### src/rtl/dsp_master_arbiter.sv
// dsp_master_arbiter: round-robin arbiter that shares one wb_master_interface command port among NREQ requesters.
// Optional transfer timeout (with DRAIN state and err pulses) is enabled by defining DSP_ARB_TIMEOUT_EN.
module dsp_master_arbiter #(
  parameter int aw      = 32,
  parameter int dw      = 32,
  parameter int NREQ    = 4,
  parameter int TIMEOUT = 1024
) (
  input  logic                wb_clk,
  input  logic                wb_rst,
  input  logic [NREQ-1:0]     req,
  input  logic [NREQ*aw-1:0]  req_adr,
  input  logic [NREQ*4-1:0]   req_sel,
  input  logic [NREQ-1:0]     req_we,
  input  logic [NREQ*dw-1:0]  req_dat,
  output logic [NREQ-1:0]     gnt,
  output logic [NREQ-1:0]     done,
  output logic [NREQ-1:0]     err,
  output logic [dw-1:0]       rd_data,
  output logic                busy,
  output logic                start,
  output logic [aw-1:0]       address,
  output logic [3:0]          selection,
  output logic                write,
  output logic [dw-1:0]       data_wr,
  input  logic                active,
  input  logic [dw-1:0]       data_rd
);
  localparam int PW = $clog2(NREQ);

  if (NREQ < 2 || NREQ > 8 || TIMEOUT < 2) begin : g_bad_cfg
    $error("dsp_master_arbiter: NREQ must be 2..8 and TIMEOUT at least 2");
  end

`ifdef DSP_ARB_TIMEOUT_EN
  localparam int CW = $clog2(TIMEOUT);
  typedef enum logic [2:0] {
    IDLE = 3'd0, START = 3'd1, WAIT_ACT = 3'd2, BUSY = 3'd3, DONE = 3'd4, DRAIN = 3'd5
  } state_t;
  logic [CW-1:0]   cnt_r;
  logic            timed_out_r;
  logic [NREQ-1:0] err_r;
  assign err = err_r;
`else
  typedef enum logic [2:0] {
    IDLE = 3'd0, START = 3'd1, WAIT_ACT = 3'd2, BUSY = 3'd3, DONE = 3'd4
  } state_t;
  assign err = '0;
`endif

  state_t          state_r;
  logic [PW-1:0]   ptr_r;
  logic [PW-1:0]   win_r;
  logic [PW-1:0]   win_s;
  logic            any_s;
  logic [NREQ-1:0] gnt_r;
  logic [NREQ-1:0] done_r;
  logic [dw-1:0]   rd_data_r;
  logic            busy_r;
  logic            start_r;
  logic [aw-1:0]   address_r;
  logic [3:0]      selection_r;
  logic            write_r;
  logic [dw-1:0]   data_wr_r;

  assign gnt       = gnt_r;
  assign done      = done_r;
  assign rd_data   = rd_data_r;
  assign busy      = busy_r;
  assign start     = start_r;
  assign address   = address_r;
  assign selection = selection_r;
  assign write     = write_r;
  assign data_wr   = data_wr_r;

  function automatic logic [NREQ-1:0] onehot(input logic [PW-1:0] idx);
    logic [NREQ-1:0] v;
    v      = '0;
    v[idx] = 1'b1;
    return v;
  endfunction

  // Rotating-priority pick: scan downward so the smallest offset from ptr_r wins
  always_comb begin
    logic [PW:0]   sum;
    logic [PW-1:0] idx;
    win_s = '0;
    any_s = 1'b0;
    sum   = '0;
    idx   = '0;
    for (int k = NREQ - 1; k >= 0; k--) begin
      sum   = {1'b0, ptr_r} + (PW+1)'(k);
      idx   = (sum >= (PW+1)'(NREQ)) ? PW'(sum - (PW+1)'(NREQ)) : PW'(sum);
      win_s = req[idx] ? idx : win_s;
      any_s = any_s | req[idx];
    end
  end

  // Sequencer: latches the winner's command, drives the master handshake and all outputs
  always_ff @(posedge wb_clk or posedge wb_rst) begin
    if (wb_rst) begin
      state_r     <= IDLE;
      ptr_r       <= '0;
      win_r       <= '0;
      gnt_r       <= '0;
      done_r      <= '0;
      rd_data_r   <= '0;
      busy_r      <= 1'b0;
      start_r     <= 1'b0;
      address_r   <= '0;
      selection_r <= 4'h0;
      write_r     <= 1'b0;
      data_wr_r   <= '0;
`ifdef DSP_ARB_TIMEOUT_EN
      cnt_r       <= '0;
      timed_out_r <= 1'b0;
      err_r       <= '0;
`endif
    end else begin
      gnt_r   <= '0;
      start_r <= 1'b0;
      done_r  <= '0;
`ifdef DSP_ARB_TIMEOUT_EN
      err_r   <= '0;
`endif
      case (state_r)
        IDLE: begin
          if (any_s) begin
            win_r       <= win_s;
            address_r   <= req_adr[win_s*aw +: aw];
            selection_r <= req_sel[win_s*4 +: 4];
            write_r     <= req_we[win_s];
            data_wr_r   <= req_dat[win_s*dw +: dw];
            gnt_r       <= onehot(win_s);
            busy_r      <= 1'b1;
            state_r     <= START;
          end
        end
        START: begin
          start_r <= 1'b1;
          state_r <= WAIT_ACT;
`ifdef DSP_ARB_TIMEOUT_EN
          cnt_r       <= '0;
          timed_out_r <= 1'b0;
`endif
        end
        WAIT_ACT: begin
`ifdef DSP_ARB_TIMEOUT_EN
          if (cnt_r == CW'(TIMEOUT - 1)) begin
            done_r      <= onehot(win_r);
            err_r       <= onehot(win_r);
            timed_out_r <= 1'b1;
            state_r     <= DONE;
          end else begin
            cnt_r <= cnt_r + CW'(1);
            if (active) state_r <= BUSY;
          end
`else
          if (active) state_r <= BUSY;
`endif
        end
        BUSY: begin
          if (!active) begin
            rd_data_r <= data_rd;
            done_r    <= onehot(win_r);
            state_r   <= DONE;
          end
`ifdef DSP_ARB_TIMEOUT_EN
          // A real completion in the same cycle as expiry takes precedence
          else if (cnt_r == CW'(TIMEOUT - 1)) begin
            done_r      <= onehot(win_r);
            err_r       <= onehot(win_r);
            timed_out_r <= 1'b1;
            state_r     <= DONE;
          end else begin
            cnt_r <= cnt_r + CW'(1);
          end
`endif
        end
        DONE: begin
          ptr_r <= (win_r == PW'(NREQ - 1)) ? '0 : win_r + PW'(1);
`ifdef DSP_ARB_TIMEOUT_EN
          if (timed_out_r) begin
            state_r <= DRAIN;
          end else begin
            busy_r  <= 1'b0;
            state_r <= IDLE;
          end
        end
        DRAIN: begin
          // No new start while the abandoned master transfer is still running
          if (!active) begin
            busy_r      <= 1'b0;
            timed_out_r <= 1'b0;
            state_r     <= IDLE;
          end
`else
          busy_r  <= 1'b0;
          state_r <= IDLE;
`endif
        end
        default: begin
          busy_r  <= 1'b0;
          state_r <= IDLE;
        end
      endcase
    end
  end

endmodule

### config.mk
export PLATFORM = sky130hd
export DESIGN_NAME = dsp_master_arbiter
export DESIGN_NICKNAME = d
export VERILOG_FILES = /design/src/rtl/dsp_master_arbiter.sv
export SDC_FILE = /design/constraint.sdc
export NUM_CORES = 1
export LEC_CHECK = 0
export CAP_MARGIN = 20
export CORE_AREA = 5 5 162 164
export CTS_BUF_LIST = sky130_fd_sc_hd__clkbuf_4 sky130_fd_sc_hd__clkbuf_8
export CTS_CLUSTER_DIAMETER = 100
export DETAILED_ROUTE_END_ITERATION = 8
export DIE_AREA = 0 0 167 169
export PLACE_DENSITY = 0.61
export SLEW_MARGIN = 15
export SYNTH_ARGS = -nofsm -noshare
export SYNTH_HDL_FRONTEND = slang
export SYNTH_SLANG_ARGS = --single-unit
### constraint.sdc
create_clock -name wb_clk -period 4.6 [get_ports wb_clk]
set_input_delay 0.69 -clock wb_clk [delete_from_list [all_inputs] [get_ports wb_clk]]
set_output_delay 0.69 -clock wb_clk [all_outputs]
set_load 0.02 [all_outputs]
Word-level counts from Yosys, hierarchy flattened

Cells that the tools add are included.

Register bits: 118
Input port bits: 315
Output and inout bits: 115

$add $sub $neg: 8
Order comparisons: 12
Eq/ne operators: 8
Shift operators: 3
Mux-type cells: 34
Bitwise logic cells: 5
Reduce and logical (&&, ||, !) cells: 8

Operator list:

| cell                  | count |
|---|---|
| $shiftx A128 B8 Y32   | 2 |
| $lt A2 B3 Y1 const B  | 6 |
| $mux W2               | 9 |
| $mux W4               | 4 |
| $shiftx A16 B5 Y4     | 1 |
| $pmux W3 S4           | 1 |
| $bmux W1 S2           | 5 |
| $ge A3 B3 Y1 const B  | 3 |
| $mux W1               | 9 |
| $mux W3               | 3 |
| $sub A2 B1 Y2 const B | 4 |
| $add A2 B2 Y3 const B | 2 |
| $eq A3 B2 Y1 const B  | 2 |
| $ne A2 B2 Y1 const B  | 3 |
| $reduce_and A2 Y1     | 3 |
| $demux W1 S2          | 2 |
| $ge A2 B1 Y1 const B  | 2 |
| $add A2 B1 Y3 const B | 1 |
| $eq A3 B1 Y1 const B  | 1 |
| $eq A3 B3 Y1 const B  | 1 |
| $ge A2 B3 Y1 const B  | 1 |
| $logic_not A3 Y1      | 1 |
| $or A1 B1 Y1          | 3 |
| $reduce_and A3 Y1     | 1 |
| other kinds (6)       | 8 |

Depth between registers and ports, before layout

Gate-level depths: netlist of run 1.

Word-level depth: 15
Gate-level depth with buffers: 8

Worst setup path before layout of run 1

No wires, ideal clock.

Path type: input to register
From: in req[0]
To: reg address_r[0], in the netlist address[0]
Data arrival time: 2.150 ns
Data required time: 4.474 ns
Setup slack: 2.324 ns
Cell stages on the path: 7
Path buffers: 2
Path through: buf_6 -> nand2b_1 -> a21oi_2 -> nor3_4 -> buf_2 -> mux2_2 -> a221o_1

Longest elaborated chain between the ends: 7

RTL lines:

| element                       | line   | text |
|---|---|---|
| from (decl)                   | 11     | `input logic [NREQ-1:0] req,` |
| $bmux W1 S2                   | 94, 95 |  |
| $mux W1 (not written as such) | 94, 95 |  |
| $mux W2 (4 in a row)          | 94     | `win_s = req[idx] ? idx : win_s;` |
| $shiftx A128 B8 Y32           | 130    | `address_r <= req_adr[win_s*aw +: aw];` |
| to (signal assigned)          | 130    |  |
| to (decl)                     | 61     | `logic [aw-1:0] address_r;` |

Several ways; a longest one is shown, not always the timed one. The select of a mux whose other input is x is not followed.
A chain may end at the register's enable or synchronous reset.

Worst setup path after layout of run 1

From: in req[3]
To: reg selection_r[1], in the netlist selection[1]

Longest elaborated chain between the ends: 7

RTL lines:

| element                       | line   | text |
|---|---|---|
| $bmux W1 S2                   | 94, 95 |  |
| $mux W1 (not written as such) | 94, 95 |  |
| $mux W2 (4 in a row)          | 94     |  |
| $shiftx A16 B5 Y4             | 131    | `selection_r <= req_sel[win_s*4 +: 4];` |
| to (signal assigned)          | 131    |  |
| to (decl)                     | 62     | `logic [3:0] selection_r;` |

Several ways; a longest one is shown, not always the timed one. The select of a mux whose other input is x is not followed.

==> impl_metrics.ini, run 1 <==
[clocking]
path_clk_slew_ps = 80
cts_buffer_depth = 2
clk_latency_ps = 430
cts_num_sinks = 118
htreeDepth = 4
cts_tree = yes
root_buffer = clkbuf_8
postCtsSetupRepairBufs = 0
numCtsBuffers = 17
cts_resized = 0
holdBufCountCts = 0

[placement]
gp_congestion = 0.809
hpwl_um = 19000
io_buffer_count = 425

[synth]
ys.flop_type = dfrtp_1
synth_cell_types = 35
synth_top_area_share_pct = 48.1
synth-seq-cells = 118
synthArstFlopShare_pct = 100
yosys_warnings = 0
syn_inst = 464
synth_seq_area_share_pct = 48.1
synth-edff-count = 0
syn-cell-area_um2 = 6130
synth.avg_cell_area_um2 = 13.2
synth.largest_area_cell = dfrtp_1
yosys-top-cells-area = dfrtp_1 (48%), mux2_2 (12%), a221o_1 (11%)

[floorplanning]
initial_utilization_pct = 24.8
coreArea_um2 = 24700
chipHeight_um = 169
die_w_um = 167
num_rows = 58
fp.dieArea_um2 = 28200
ios = 430

[detailed_routing]
wl_per_cell_um = 21.1
drc = 0
drt-pass1-iter-count = 5
first_iter_violations = 271
antenna_left = 0
wl_um = 25700
vias = 5800
vias_per_cell = 4.77

[timing]
finalMaxSlewViolations = 0
grt_setup_unrepaired = no
fin_skew_ps = 15.9
setup_violations = 0
max_slew_margin_pct = 39.4
setup_tns_ps = 0
hold-worst-slack_ps = 489
timing.final.hold_violations = 0
period_minus_slack_ps = 2740
worst_pin_slew_ps = 909
max_freq_mhz = 365
finalCritPeriodShare_pct = 59.5

[flow_run]
cap_violations = 0

[grt]
overflow = 0
grt_max_degree = 73
antenna_found_initial = 0
grt_pass1_wl_um = 37700
grt_pass1_vias = 6235
track_usage_pct = 17.2

[critical_path]
end_kind = flop
start_kind = input port
crit_type = input port to flop
cp-startpoint = req[3]
critPathRequiredTime_ps = 4910
r2r_start = ptr_r[1]
path_max_fanout = 36
arrival_ps = 3050

[final_layout]
final_common_cell = clkdlybuf4s50_1
fill_cells = 2364
nets = 1193
area_growth_syn_to_layout_pct = 78.7
drive_above_1_share_pct = 13.4
final_cell_mix = clkdlybuf4s50_1 (425), dfrtp_1 (118), a22o_1 (69), a221o_1 (69), mux2_2 (63)
n_antenna_cell = 0

[status]
status = finished clean

[worst_hold_path]
hp-class = flop to flop
min_from = rd_data[18]

[pwr]
power_leakage_nw = 4.40
ir_drop_v = 0.000308
power.total_w = 0.00625
power.density_nw_per_um2 = 570
## critical path, cell delays in order
cell             delay, ps
clkdlybuf4s50_1        550
o41ai_2                520
nor2_2                 110
and3_2                 350
buf_12                 220
buf_4                  220
a221o_1                350
## metrics by stage
| step | cell area (um2) | std cells | worst slack (ps) | utilization [%] |
|---|---|---|---|---|
| CTS | 10900 | 1216 | 1650 | 44.2 |
| detailed placement | 10600 | 1184 | 1170 | 42.8 |
| finish | 11000 | 1217 | 1860 | 44.3 |
| global route | 11000 | 1217 | 1820 | 44.3 |
| floorplan | 6150 | 467 | 781 | - |
| global placement | 10600 | 1184 | 1270 | 42.8 |
## sequential cells by signal, summed over array words and instances (netlist names)
name and cells:
address 32, start 1, win_r 2, done 4
data_wr 32, selection 4, rd_data 32, write 1
state_r 3, busy 1, ptr_r 2, gnt 4
## Yosys cell counts, types with 2 or more instances
cell type and count:
ha_1 4, o21ai_0 2, nor3_4 3, and2_1 5, dfrtp_1 118, buf_6 15, a21oi_1 6, and3_1 2
buf_2 13, clkbuf_1 15, mux2_1 39, mux2_2 63, buf_4 4, nor2_1 5, o22ai_1 2, a22o_1 69
a221o_1 69, nand2_1 8, nor3_2 2, inv_1 5
## layer usage
| metal | vias up | GRT usage (%) | routed length (um) |
|---|---|---|---|
| li1 | 2664 | - | - |
| met1 | 2801 | 20.3 | 9840 |
| met2 | 308 | 29.9 | 13100 |
| met3 | 27 | 5.56 | 2220 |
| met4 | 0 | 5.19 | 550 |
| met5 | - | 0 | 0 |
## worst paths after layout
check                           slack, ps  cells after the start            to
worst max register to register       2230                      6   address[31]
worst max-delay path                 1860                      7  selection[1]
worst min register to register        490                      1   rd_data[18]
min in group asynchronous             740                      2   rd_data[27]
max in group asynchronous            2980                      3      ptr_r[1]
worst min-delay path                  490                      1   rd_data[18]
## cells by family after synthesis
group | share of synthesized area (%)
adders and majority gates | 0.816
buffers and inverters | 5.83
other | 0.0611
muxes | 18.7
DFF | 48.1
AOI/OAI and AO/OA | 23.3
and+or+nand+nor | 3.14
## where the power goes
group          switching [W]  internal, W
sequential          0.000308      0.00152
combinational        0.00164      0.00190
clock               0.000494     0.000385
total                0.00244      0.00381
## cell type report
type,instances,area (um2),share of cell area [%]
clock buffer,17,234,2.13
clock inverter,15,120,1.10
inverter,6,25.0,0.228
multi-input combinational,295,2840,25.9
sequential,118,2950,26.9
tap,330,413,3.77
timing repair buffer,436,4370,39.9
Power figures use the tool's default switching activity.
==> inputs of run 2 (changes only) <==
==> constraint.sdc (replaced) <==
create_clock -name wb_clk -period 2.75 [get_ports wb_clk]
set_input_delay 0.4125 -clock wb_clk [delete_from_list [all_inputs] [get_ports wb_clk]]
set_output_delay 0.4125 -clock wb_clk [all_outputs]
set_load 0.02 [all_outputs]
==> impl_metrics.ini, run 2 (synthesis results as in run 1) <==
[clocking]
cts_buffer_depth = 2
clk_latency_ps = 440
root_buffer = clkbuf_8
cts_resized = 0
cts_num_sinks = 118
postCtsSetupRepairBufs = 0
cts_tree = yes
path_clk_slew_ps = 80
htreeDepth = 4
numCtsBuffers = 17
holdBufCountCts = 0

[critical_path]
arrival_ps = 2570
slowest_delay_ps = 550
reg2reg_slack_ps = 490
crit_slowest_cell = dfrtp_1
r2r_start = ptr_r[1]
cp_num_cells = 6
start_kind = flop
r2r_cells = 6
worstPathCellList = nand2b_1 -> a21oi_2 -> nor3_4 -> buf_12 -> mux2_2 -> a221o_1
path_max_fanout = 45
critPathRequiredTime_ps = 3060
worst-path-buf-inv = 1
end_kind = flop
crit_type = flop to flop
cpLargestDelayFamily = flip-flops
crit_end = data_wr[23]
regToRegEndpoint = data_wr[23]
cp-startpoint = ptr_r[1]

[final_layout]
area_growth_syn_to_layout_pct = 81.7
n_antenna_cell = 0
post-route-util_pct = 45.0
multiInputGateArea_um2 = 2840
drive_above_1_share_pct = 14.0
nets = 1200
fill_cells = 2354
final_cell_mix = clkdlybuf4s50_1 (425), dfrtp_1 (118), a22o_1 (69), a221o_1 (69), mux2_2 (63)
final_common_cell = clkdlybuf4s50_1
regArea_um2 = 2950

[grt]
overflow = 0
grt_pass1_wl_um = 38200
antenna_found_initial = 1
grt_pass1_vias = 6237
track_usage_pct = 17.4
grt_max_degree = 72

[floorplanning]
initial_utilization_pct = 24.8
coreArea_um2 = 24700
fp.dieArea_um2 = 28200
die_w_um = 167
ios = 430
num_rows = 58
chipHeight_um = 169

[pwr]
power.total_w = 0.0107
power_leakage_nw = 4.47
ir_drop_v = 0.000479
power.density_nw_per_um2 = 961

[timing]
fin_ws_ps = 488
setup_tns_ps = 0
timing.final.hold_violations = 0
finalCritPeriodShare_pct = 82.3
grt_setup_unrepaired = no
fin_skew_ps = 15.4
max_freq_mhz = 442
period_minus_slack_ps = 2260
setup_violations = 0
finalMaxSlewViolations = 0
hold-worst-slack_ps = 444

[placement]
hpwl_um = 19200
place_ws_ps = 164
gp_congestion = 0.828
io_buffer_count = 425

[worst_hold_path]
hp-class = input port to async pin

[detailed_routing]
drc = 0
first_iter_violations = 243
drt-pass1-iter-count = 4
met2_length_um = 12800
wl_per_cell_um = 21.1
vias = 5857
wl_um = 25800
wl_met1_um = 10100
top_layer = met5
antenna_left = 0
met3_wirelength_um = 2210
vias_per_cell = 4.79

[flow_run]
cap_violations = 0

[status]
status = finished clean
[run 2: cell types whose count changed in the layout (fill, tap and decap cells not counted), sizes merged]
cell	previous run	this run
clkinv	4	3
clkinvlp	4	5
clkbuf	17	18
buf	11	18
bufinv	0	2
inv	13	9
[run 2: tightest hold or removal path, cell delays in order]
cell             delay [ps]
clkdlybuf4s50_1         440
clkinvlp_4              130
buf_12                  290
[run 2: routing by layer]
metal / GRT usage (%) / up-vias
li1: - / 2675
met5: 0 / -
met4: 5.87 / 2
met1: 20.5 / 2843
met2: 29.8 / 300
met3: 6.00 / 37
[run 2: final cells by class]
class | instances | share of cell area [%]
Tap cell | 330 | 3.70
Timing Repair Buffer | 443 | 40.5
Clock buffer | 18 | 2.22
Sequential cell | 118 | 26.5
Clock inverter | 13 | 1.32
Inverter | 6 | 0.236
Multi-Input combinational cell | 295 | 25.5
[run 2: where the power goes]
part | switching (W) | leakage (nW) | internal, W | total (W)
Clock | 0.000795 | 0.189 | 0.000836 | 0.00163
Combinational | 0.00278 | 2.82 | 0.00328 | 0.00605
Sequential | 0.000485 | 1.46 | 0.00255 | 0.00303
[run 2: stage by stage]
stage          instances  area (um2)
4_1_cts             1223       11100
5_1_grt             1223       11100
3_5_place_dp        1192       10800
3_3_place_gp        1192       10800
2_1_floorplan        467        6150
6_report            1223       11100
[run 2: how the worst min path moves through the flow]
stage	startpoint	end	slack, ps	cells after the start
3_5_place_dp	rd_data[10]	rd_data[10]	470	1
2_1_floorplan	win_r[0]	ptr_r[0]	490	1
5_1_grt	wb_rst	address[31]	440	3
4_1_cts	wb_rst	address[23]	420	3
6_report	wb_rst	address[31]	440	3
3_3_place_gp	rd_data[22]	rd_data[22]	470	1
